File: src/rtl/alu_issue_ctrl.sv
//------------------------------------------------------------------------------
// Module  : alu_issue_ctrl
// Brief   : Command FIFO feeding an external ALU, with a registered response
//           handshake. Optional feature macro: ALU_ISSUE_ACC_FWD_EN (accumulator
//           forwarding into operand A).
// Rev     : 1.0
//------------------------------------------------------------------------------
`default_nettype none
`timescale 1ns/1ps

module alu_issue_ctrl #(
  parameter int DEPTH = 4
) (
  input  logic                     clk,
  input  logic                     rst_n,
  input  logic                     cmd_valid,
  output logic                     cmd_ready,
  input  logic [2:0]               cmd_op,
  input  logic [7:0]               cmd_a,
  input  logic [7:0]               cmd_b,
  input  logic                     cmd_acc,
  output logic [2:0]               alu_op,
  output logic [7:0]               alu_a,
  output logic [7:0]               alu_b,
  input  logic [7:0]               alu_result,
  input  logic                     alu_carry,
  output logic                     rsp_valid,
  input  logic                     rsp_ready,
  output logic [7:0]               rsp_result,
  output logic                     rsp_carry,
  output logic                     rsp_zero,
  output logic                     busy,
  output logic [$clog2(DEPTH):0]   count
);

  localparam int c_AW = $clog2(DEPTH);
  localparam int c_CW = c_AW + 1;
`ifdef ALU_ISSUE_ACC_FWD_EN
  localparam int c_EW = 3 + 1 + 8 + 8;
`else
  localparam int c_EW = 3 + 8 + 8;
`endif
  localparam logic [c_CW-1:0] c_DEPTH = c_CW'(DEPTH);

  typedef enum logic [1:0] {
    ST_IDLE  = 2'd0,
    ST_ISSUE = 2'd1,
    ST_RESP  = 2'd2
  } state_t;

  state_t            r_state;
  state_t            w_state_nxt;
  logic [c_EW-1:0]   r_mem [DEPTH];
  logic [c_AW-1:0]   r_wr_ptr;
  logic [c_AW-1:0]   r_rd_ptr;
  logic [c_CW-1:0]   r_count;
  logic [c_EW-1:0]   w_wdata;
  logic [c_EW-1:0]   w_entry;
  logic [2:0]        w_e_op;
  logic [7:0]        w_e_a;
  logic [7:0]        w_e_b;
  logic [7:0]        w_alu_a_nxt;
  logic              w_push;
  logic              w_pop;
  logic              w_rsp_hs;

  assign cmd_ready = (r_count < c_DEPTH);
  assign w_push    = cmd_valid && cmd_ready;
  assign w_pop     = (r_state == ST_IDLE) && (r_count != '0);
  assign w_rsp_hs  = (r_state == ST_RESP) && rsp_valid && rsp_ready;
  assign count     = r_count;
  assign busy      = (r_state != ST_IDLE) || (r_count != '0);

  assign w_entry = r_mem[r_rd_ptr];
  assign w_e_op  = w_entry[c_EW-1 -: 3];
  assign w_e_a   = w_entry[15:8];
  assign w_e_b   = w_entry[7:0];

`ifdef ALU_ISSUE_ACC_FWD_EN
  logic [7:0] r_acc;
  logic       w_e_acc;

  assign w_wdata     = {cmd_op, cmd_acc, cmd_a, cmd_b};
  assign w_e_acc     = w_entry[16];
  assign w_alu_a_nxt = w_e_acc ? r_acc : w_e_a;

  // Accumulator tracks the last response actually consumed downstream.
  always_ff @(posedge clk or negedge rst_n) begin
    if (!rst_n) begin
      r_acc <= 8'h00;
    end else if (w_rsp_hs) begin
      r_acc <= rsp_result;
    end
  end
`else
  logic w_unused_acc;

  assign w_unused_acc = cmd_acc;
  assign w_wdata      = {cmd_op, cmd_a, cmd_b};
  assign w_alu_a_nxt  = w_e_a;
`endif

  // Storage is not reset; validity is tracked entirely by r_count.
  always_ff @(posedge clk) begin
    if (w_push) begin
      r_mem[r_wr_ptr] <= w_wdata;
    end
  end

  always_ff @(posedge clk or negedge rst_n) begin
    if (!rst_n) begin
      r_wr_ptr <= '0;
      r_rd_ptr <= '0;
      r_count  <= '0;
    end else begin
      if (w_push) begin
        r_wr_ptr <= r_wr_ptr + c_AW'(1);
      end
      if (w_pop) begin
        r_rd_ptr <= r_rd_ptr + c_AW'(1);
      end
      case ({w_push, w_pop})
        2'b10:   r_count <= r_count + c_CW'(1);
        2'b01:   r_count <= r_count - c_CW'(1);
        default: r_count <= r_count;
      endcase
    end
  end

  always_ff @(posedge clk or negedge rst_n) begin
    if (!rst_n) begin
      r_state <= ST_IDLE;
    end else begin
      r_state <= w_state_nxt;
    end
  end

  always_comb begin
    w_state_nxt = r_state;
    case (r_state)
      ST_IDLE:  if (r_count != '0) w_state_nxt = ST_ISSUE;
      ST_ISSUE: w_state_nxt = ST_RESP;
      ST_RESP:  if (rsp_valid && rsp_ready) w_state_nxt = ST_IDLE;
      default:  w_state_nxt = ST_IDLE;
    endcase
  end

  // ALU operands stay put between loads; the external ALU is purely combinational.
  always_ff @(posedge clk or negedge rst_n) begin
    if (!rst_n) begin
      alu_op     <= 3'd0;
      alu_a      <= 8'h00;
      alu_b      <= 8'h00;
      rsp_valid  <= 1'b0;
      rsp_result <= 8'h00;
      rsp_carry  <= 1'b0;
      rsp_zero   <= 1'b0;
    end else begin
      if (w_pop) begin
        alu_op <= w_e_op;
        alu_a  <= w_alu_a_nxt;
        alu_b  <= w_e_b;
      end
      if (r_state == ST_ISSUE) begin
        rsp_result <= alu_result;
        rsp_carry  <= alu_carry;
        rsp_zero   <= (alu_result == 8'h00);
        rsp_valid  <= 1'b1;
      end else if (w_rsp_hs) begin
        rsp_valid <= 1'b0;
      end
    end
  end

endmodule

`default_nettype wire

File: config.mk
export PLATFORM = sky130hd
export DESIGN_NAME = alu_issue_ctrl
export DESIGN_NICKNAME = d
export VERILOG_FILES = /design/src/rtl/alu_issue_ctrl.sv
export SDC_FILE = /design/constraint.sdc
export NUM_CORES = 1
export LEC_CHECK = 0
export CAP_MARGIN = 20
export CORE_ASPECT_RATIO = 0.8
export CORE_MARGIN = 2
export CORE_UTILIZATION = 55
export CTS_BUF_LIST = sky130_fd_sc_hd__clkbuf_4 sky130_fd_sc_hd__clkbuf_8 sky130_fd_sc_hd__clkbuf_16
export DETAILED_ROUTE_END_ITERATION = 6
export HOLD_SLACK_MARGIN = 0.15
export PLACE_DENSITY = 0.81
export SYNTH_ARGS = -nofsm -noshare
export SYNTH_HDL_FRONTEND = slang
export SYNTH_SLANG_ARGS = --single-unit
File: constraint.sdc
create_clock -name clk -period 5.65 [get_ports clk]
set_input_delay 1.695 -clock clk [delete_from_list [all_inputs] [get_ports clk]]
set_output_delay 1.695 -clock clk [all_outputs]
set_load 0.05 [all_outputs]
==> results of run 1 <==
## flip-flops by register name (all words and copies together), names as in the netlist
signal      flops
alu_a           8
rsp_carry       1
rsp_zero        1
r_mem          76
alu_op          3
r_state         2
rsp_valid       1
r_wr_ptr        2
r_rd_ptr        2
rsp_result      8
count           3
alu_b           8
## logic make-up (layout without fill, tap and decap cells)
| group | count (synthesis) | after routing |
|---|---|---|
| adders and majority gates | 6 | 6 |
| AOI/OAI and AO/OA | 4 | 4 |
| xor gates and xnor gates | 6 | 6 |
| DFF | 115 | 115 |
| and+or+nand+nor | 23 | 23 |
| muxes | 48 | 48 |
| buffers and inverters | 16 | 108 |
## power groups by stage
stage	clock network [uW]	logic, uW	registers, uW
4_1_cts	1140	293	1050
5_1_grt	1180	312	1060
2_1_floorplan	0	132	1100
3_3_place_gp	0	278	1060
3_5_place_dp	0	289	1060
6_report	1120	288	1050
## worst paths after layout
path / cells after the start / startpoint / slack (ns) / end
worst max-delay path: 3 / count[0] / 1.87 / busy
worst min-delay path: 1 / rsp_result[6] / 0.49 / rsp_result[6]
worst max register to register: 8 / r_state[0] / 3.41 / count[2]
worst min register to register: 1 / rsp_result[6] / 0.49 / rsp_result[6]
max in group asynchronous: 1 / rst_n / 3.77 / alu_op[0]
min in group asynchronous: 1 / rst_n / 1.32 / rsp_result[1]
## cell type report
type	instances	share of cell area (%)
timing repair buffer	68	11.5
clock inverter	9	2.57
inverter	8	0.514
sequential	115	55.8
clock buffer	23	8.29
tap	108	2.31
multi-input combinational	87	19.1
## layout by cell type (no fill, tap or decap), types with 2 or more instances in the layout
cell / n
edfxtp_1: 76
clkdlybuf4s50_1: 65
dfrtp_1: 39
mux4_2: 18
mux2_4: 18
clkbuf_16: 16
inv_1: 8
nand2_1: 7
mux2_2: 7
ha_1: 5
clkbuf_8: 5
and2_1: 4
xnor2_1: 4
bufinv_16: 4
mux2_1: 3
nor2_1: 2
xor2_1: 2
o21ai_0: 2
a21oi_1: 2
nor4_1: 2
clkbuf_4: 2
clkinv_2: 2
buf_4: 2
## metal layers
layer	GRT usage, %	share of wire (%)	up-vias
li1	-	-	995
met1	24.5	43	1146
met2	34.2	50	73
met3	8.00	6.2	6
met4	5.82	0.67	0
met5	0	0	-
## metrics by stage
stage          util, %  power, uW  setup WS, ns  instance area [um^2]
2_1_floorplan        -       1230          2.58                  4450
3_3_place_gp      66.1       1330          1.84                  5210
3_5_place_dp      66.1       1350          1.78                  5210
4_1_cts           74.2       2480          1.85                  5840
5_1_grt           74.2       2550          1.77                  5840
6_report          74.2       2460          1.87                  5840
==> metrics, run 1 <==
P_int 1880 uW; critical path capture point type primary output; largest family of logic cells by synthesized area multiplexers; startpoint types register; Post-route DRC 0; combinational power share 11.7%; routed len/inst 19.2 um; RSZ-0062 raised after global routing false; multiplexer share of the synthesized area 18.5%; worst path cell trace nor3_2, nand2_1, clkdlybuf4s50_1; Tightest Pin Transition 1.04 ns; Vias 2,220; Clock Sink Count 115; Die X 105 um; Num CTS Buffers 17; Fillers 474; Synth Warn # 0; ys async rst share 33.9%; Rows 29; HP Class reg -> reg; Skew-Pair Late Insertion Delay 0.50 ns; CTS Hold Buffers Added 0; Final setup viols 0; largest area contributor in the netlist edfxtp_1; Flop pwr share 42.6%; Power Dens Cells 421 nW/um^2; vias in the first global route 2,505; count leader, synth edfxtp_1; Final Max Slew Viols 0; die height 84.5 um; Starting Density 56.5%; dpl hpwl 4600 um; cts repair resizes 0; Max Freq 0.264 GHz; Total Neg Setup Slack 0 ns; synthesized cell area 4450 um^2; outcome complete, no violations; minimum clock period 3.78 ns; total global-route track usage 20.2%; PortBufs 66; largest net degree at the start of global routing 40; WP buf/inv 1; Worst path max stage delay 0.72 ns; Min Hold Slack 0.487 ns; Synth area leaders edfxtp_1 (51%), dfrtp_1 (22%), mux4_2 (9.1%), mux2_4 (6.1%), mux2_2 (1.8%); Worst-path clk slew 0.06 ns; WL final 8020 um; Sw Share 23.3%; area of the multi-input gates 1110 um^2; Yosys top cell area share 51.3%; CP required 3.95 ns; VDD IR max 0.378 mV; clk_skew 0.00664 ns; Net Switching 574 uW; CP max FO 5; Seq/Total Area, Yosys 73.2%; post-route ant nets 0; I/O Pins 68; global-route wire length before repair 13,000 um; post-synthesis compound-gate area fraction 0.450%; Initial DRC Count 107; share of cells above drive strength 1 25.5%; CTS tree done; Worst path top cell family by delay buffers and inverters; Finished Layout Cells 418; Post-Synthesis Mean Instance Area 20.4 um^2; ys flop type edfxtp_1; Antenna Cells 0; nets 336; clock buffer depth 2; Hold Violations, Final 0; Register Area 3260 um^2; Max Cap Viol 0; Post-Syn Instances 218; Syn Nets 257; headroom to the max-slew limit 30.6%; synthesized-area fraction occupied by adder cells 1.86%; Cell variety after synth 30; Final GP Congestion 0.744; Post-synth EDFFs 76; Area growth syn-to-layout 31.3%; critical path class reg -> out; LEAKAGE 0.00217 uW; crit share post-route 66.9%; total grt overflow 0; Clk pwr share 45.7%; simple logic cell fraction of the synthesized area 2.87%; list of most frequent post-synthesis cells edfxtp_1 (76), dfrtp_1 (39), mux2_4 (18), mux4_2 (18), inv_1 (8); first-pass detailed-route iteration total 4; data arrival time of the worst path 2.09 ns; post-synthesis xor/xnor area fraction 1.18%; DR vias/cell 5.31; post-CTS setup buffer count 0; die footprint 8830 um^2; flops & latches, synth 115; slowest CP cell clkdlybuf4s50_1; Root Buffer Master clkbuf_8; Placed Instances 386; CTS H-tree lvls 4; initial antenna violation count 0; Core Region 7870 um^2
(Power assumes the default switching activity.)
==> inputs of run 2 (changes only) <==
--- a/config.mk
+++ b/config.mk
@@ -8,11 +8,11 @@
 export CAP_MARGIN = 20
 export CORE_ASPECT_RATIO = 0.8
 export CORE_MARGIN = 2
-export CORE_UTILIZATION = 55
+export CORE_UTILIZATION = 53
 export CTS_BUF_LIST = sky130_fd_sc_hd__clkbuf_4 sky130_fd_sc_hd__clkbuf_8 sky130_fd_sc_hd__clkbuf_16
 export DETAILED_ROUTE_END_ITERATION = 6
 export HOLD_SLACK_MARGIN = 0.15
-export PLACE_DENSITY = 0.81
+export PLACE_DENSITY = 0.79
 export SYNTH_ARGS = -nofsm -noshare
 export SYNTH_HDL_FRONTEND = slang
 export SYNTH_SLANG_ARGS = --single-unit
==> constraint.sdc (replaced) <==
create_clock -name clk -period 3.85 [get_ports clk]
set_input_delay 1.155 -clock clk [delete_from_list [all_inputs] [get_ports clk]]
set_output_delay 1.155 -clock clk [all_outputs]
set_load 0.05 [all_outputs]
==> metrics, run 2 (same netlist as run 1, synthesis figures left out) <==
outcome complete, no violations; combinational power share 12.0%; Core Region 8060 um^2; leading cell types in the layout, fill and taps excluded edfxtp_1 (76), clkdlybuf4s50_1 (65), dfrtp_1 (39); uppermost layer routed met4; pre-CTS setup slack 0.700 ns; Worst-path clk slew 0.05 ns; critical path capture point type primary output; Post-route DRC 0; final worst slack 0.617 ns; Largest Register r_mem; Overall Power 3650 uW; vias in the first global route 2,540; CP max FO 5; LEAKAGE 0.00220 uW; Sw Share 23.0%; dpl hpwl 4660 um; Clk pwr share 45.9%; clk_skew 0.00705 ns; PortBufs 66; Root Buffer Master clkbuf_8; share of cells above drive strength 1 26.1%; DR WL met2 4130 um; Initial DRC Count 158; post-CTS setup buffer count 0; startpoint types register; P_int 2810 uW; initial antenna violation count 0; VDD IR max 0.417 mV; Die X 106 um; CTS tree done; commonest non-fill, non-tap cell in the layout edfxtp_1; WP buf/inv 1; Vias 2,257; HP Class reg -> reg; RSZ-0062 raised after global routing false; slowest CP cell clkdlybuf4s50_1; largest net degree at the start of global routing 40; CP required 2.69 ns; Post-Route Utilization 73.0%; DR vias/cell 5.35; met1 wire length 3510 um; Hold Violations, Final 0; Worst path max stage delay 0.72 ns; Max Cap Viol 0; Skew-Pair Late Insertion Delay 0.50 ns; minimum clock period 3.23 ns; global-route wire length before repair 13,200 um; Largest register FFs 76; die footprint 9150 um^2; Net Switching 838 uW; Met3 Wirelength 414 um; headroom to the max-slew limit 33.9%; Flop pwr share 42.1%; Clock Sink Count 115; Final GP Congestion 0.714; Antenna Cells 0; Num CTS Buffers 17; total grt overflow 0; total global-route track usage 19.9%; WL final 8120 um; crit share post-route 84.0%; routed len/inst 19.3 um; Power Dens Cells 620 nW/um^2; Total Neg Setup Slack 0 ns; worst path cell trace nor3_2, nand2_1, clkdlybuf4s50_1; Worst path top cell family by delay buffers and inverters; Final Max Slew Viols 0; clock buffer depth 2; first-pass detailed-route iteration total 5; CTS H-tree lvls 4; data arrival time of the worst path 2.08 ns; I/O Pins 68; Starting Density 55.3%; nets 340; die height 86.0 um; Tightest Pin Transition 0.992 ns; critical path class reg -> out; CTS Hold Buffers Added 0; Final setup viols 0; Max Freq 0.309 GHz; cts repair resizes 0; post-route ant nets 0; Area growth syn-to-layout 32.2%; Rows 29
[run 2: changes by cell type in the layout (fill, tap and decap cells not counted), sizes merged]
cell	previous run	this run
buf	3	7
clkbuf	23	21
clkinv	4	6
bufinv	4	5
clkinvlp	1	0
[run 2: through the flow]
stage / instance area (um^2) / hold WS, ns / instances
after CTS: 5880 / 0.486 / 422
after global routing: 5880 / 0.518 / 422
after floorplan: 4450 / 0.512 / 218
after detailed placement: 5240 / 0.474 / 390
after global placement: 5240 / 0.463 / 390
final: 5880 / 0.491 / 422
[run 2: area by class of cell]
type / instances / area (um^2)
repair buffers: 72 / 701
fillers: 513 / 2170
well taps: 108 / 135
clock buffers: 21 / 463
flip-flops and latches: 115 / 3260
multi-input cells: 87 / 1110
inverters: 8 / 30.0
clock inverters: 11 / 181
[run 2: routing by layer]
metal / global-route usage (%) / vias up
li1: - / 1004
met1: 24.7 / 1178
met2: 33.6 / 68
met3: 6.38 / 7
met4: 6.38 / 0
met5: 0 / -
[run 2: path summary, 6_finish.rpt]
path	from	endpoint	slack, ns	depth (start not counted)
hold / removal	rsp_zero	rsp_zero	0.49	2
hold reg to reg	rsp_zero	rsp_zero	0.49	2
setup reg to reg	r_state[0]	count[2]	1.64	8
min in group asynchronous	rst_n	alu_b[5]	0.78	1
max in group asynchronous	rst_n	alu_b[1]	2.52	1
setup / recovery	count[0]	busy	0.62	3
[run 2: worst reg2reg max path: cells and delay by family (launching register included)]
kind | cells | cell delay [ns]
adders and majority gates | 2 | 0.64
buffers and inverters | 2 | 0.46
DFF | 1 | 0.45
and+or+nand+nor | 2 | 0.30
xor gates and xnor gates | 2 | 0.28
[run 2: power groups by stage]
stage	clock network [uW]	logic (uW)	registers, uW
final	1670	436	1540
after global routing	1760	475	1550
after CTS	1710	446	1540
after detailed placement	0	439	1550
after global placement	0	424	1550
after floorplan	0	194	1610
==> inputs of run 3 (changes only) <==
==> constraint.sdc (replaced) <==
create_clock -name clk -period 3.1 [get_ports clk]
set_input_delay 0.93 -clock clk [delete_from_list [all_inputs] [get_ports clk]]
set_output_delay 0.93 -clock clk [all_outputs]
set_load 0.05 [all_outputs]
==> metrics, run 3 (same netlist as run 1, synthesis figures left out) <==
outcome complete, no violations; Worst path max stage delay 0.81 ns; CTS Hold Buffers Added 0; post-route ant nets 0; Final setup viols 0; Power Dens Cells 751 nW/um^2; worst path cell trace inv_1, clkdlybuf4s50_1; I/O Pins 68; WL final 8160 um; DR vias/cell 5.41; RR Endpoint alu_op[0]; PortBufs 66; largest net degree at the start of global routing 40; Hold Violations, Final 0; LEAKAGE 0.00220 uW; share of cells above drive strength 1 27.0%; Die X 106 um; routed len/inst 19.1 um; CTS H-tree lvls 4; Initial DRC Count 114; Tightest Pin Transition 0.948 ns; CP max FO 5; dpl hpwl 4960 um; Largest register FFs 76; Final Max Slew Viols 0; Final GP Congestion 0.699; HP Class reg -> reg; critical path capture point type primary output; Vias 2,309; Worst setup endpoint cmd_ready; leading cell types in the layout, fill and taps excluded edfxtp_1 (76), clkdlybuf4s50_1 (64), dfrtp_1 (39); clock buffer depth 2; Largest Register r_mem; total global-route track usage 20.2%; Worst path depth 2; CP Launch Point count[2]; CP required 2.17 ns; commonest non-fill, non-tap cell in the layout edfxtp_1; RSZ-0062 raised after global routing false; final worst slack 0.310 ns; total grt overflow 0; Post-route DRC 0; global-route wire length before repair 13,300 um; Max Freq 0.358 GHz; Core Region 8060 um^2; Rows 29; pre-CTS setup slack 0.431 ns; Worst path top cell family by delay buffers and inverters; Area growth syn-to-layout 32.4%; Skew-Pair Late Insertion Delay 0.51 ns; Root Buffer Master clkbuf_8; minimum clock period 2.79 ns; Antenna Cells 0; CTS tree done; critical path class reg -> out; first-pass detailed-route iteration total 4; startpoint types register; Total Neg Setup Slack 0 ns; Clock Sink Count 115; slowest CP cell clkdlybuf4s50_1; WP buf/inv 2; Starting Density 55.3%; Num CTS Buffers 17; data arrival time of the worst path 1.86 ns; reg2reg path depth 3; hold path depth 1; headroom to the max-slew limit 36.8%; die footprint 9150 um^2; Worst R2R Setup Slack 1.15 ns; Max Cap Viol 0; VDD IR max 0.559 mV; die height 86.0 um; clk_skew 0.00603 ns; R2R Path Start r_rd_ptr[0]; vias in the first global route 2,574; nets 345; Worst-path clk slew 0.05 ns; initial antenna violation count 0; crit share post-route 90.0%; Fillers 489
==> run 3: cell types whose count changed in the layout (fill, tap and decap cells not counted), moves of 2 or more <==
cell	before	now
buf_12	0	2
buf_4	6	9
clkbuf_8	4	1
clkinvlp_4	0	2
==> run 3: through the flow <==
stage	instances	hold WS, ns	cell area (um^2)	total power (uW)	utilization [%]
6_report	427	0.493	5890	4430	73.2
5_1_grt	427	0.516	5890	4610	73.2
4_1_cts	427	0.495	5890	4480	73.2
3_5_place_dp	395	0.484	5300	2520	65.8
3_3_place_gp	395	0.464	5300	2480	65.8
2_1_floorplan	218	0.512	4450	2250	-
==> run 3: cell type report <==
type	count	area (um^2)	share of cell area, %
multi-input cells	87	1110	18.9
clock buffers	19	429	7.28
well taps	108	135	2.29
repair buffers	77	762	12.9
flip-flops and latches	115	3260	55.3
clock inverters	13	166	2.82
inverters	8	30.0	0.509
==> run 3: worst min-delay path by stage <==
stage | start | to
floorplan | r_state[0] | r_state[0]
global placement | rsp_zero | rsp_zero
detailed placement | rsp_result[7] | rsp_result[7]
CTS | rsp_result[7] | rsp_result[7]
global route | rsp_result[6] | rsp_result[6]
finish | rsp_result[7] | rsp_result[7]
==> run 3: timing repair <==
action,CTS,global route
resized for setup,1,0
setup buffers,0,0
endpoints found under the setup margin,1,0
==> run 3: where the power goes <==
part	total, uW	switching [uW]	internal (uW)
logic	586	355	231
clock network	1940	632	1300
registers	1910	73.8	1830
total	4430	1060	3370
==> run 3: worst reg2reg max path: cells and delay by family (launching register included) <==
family / cells / cell delay, ns
flops: 1 / 0.78
buf+inv: 1 / 0.25
mux: 2 / 0.79
==> run 3: per-layer routing <==
| layer | vias up | track usage [%] | part of all wire [%] |
|---|---|---|---|
| met1 | 1202 | 24.1 | 41 |
| met3 | 10 | 7.14 | 6.6 |
| li1 | 1020 | - | - |
| met5 | - | 0 | 0 |
| met2 | 77 | 34.4 | 52 |
| met4 | 0 | 7.20 | 1.1 |
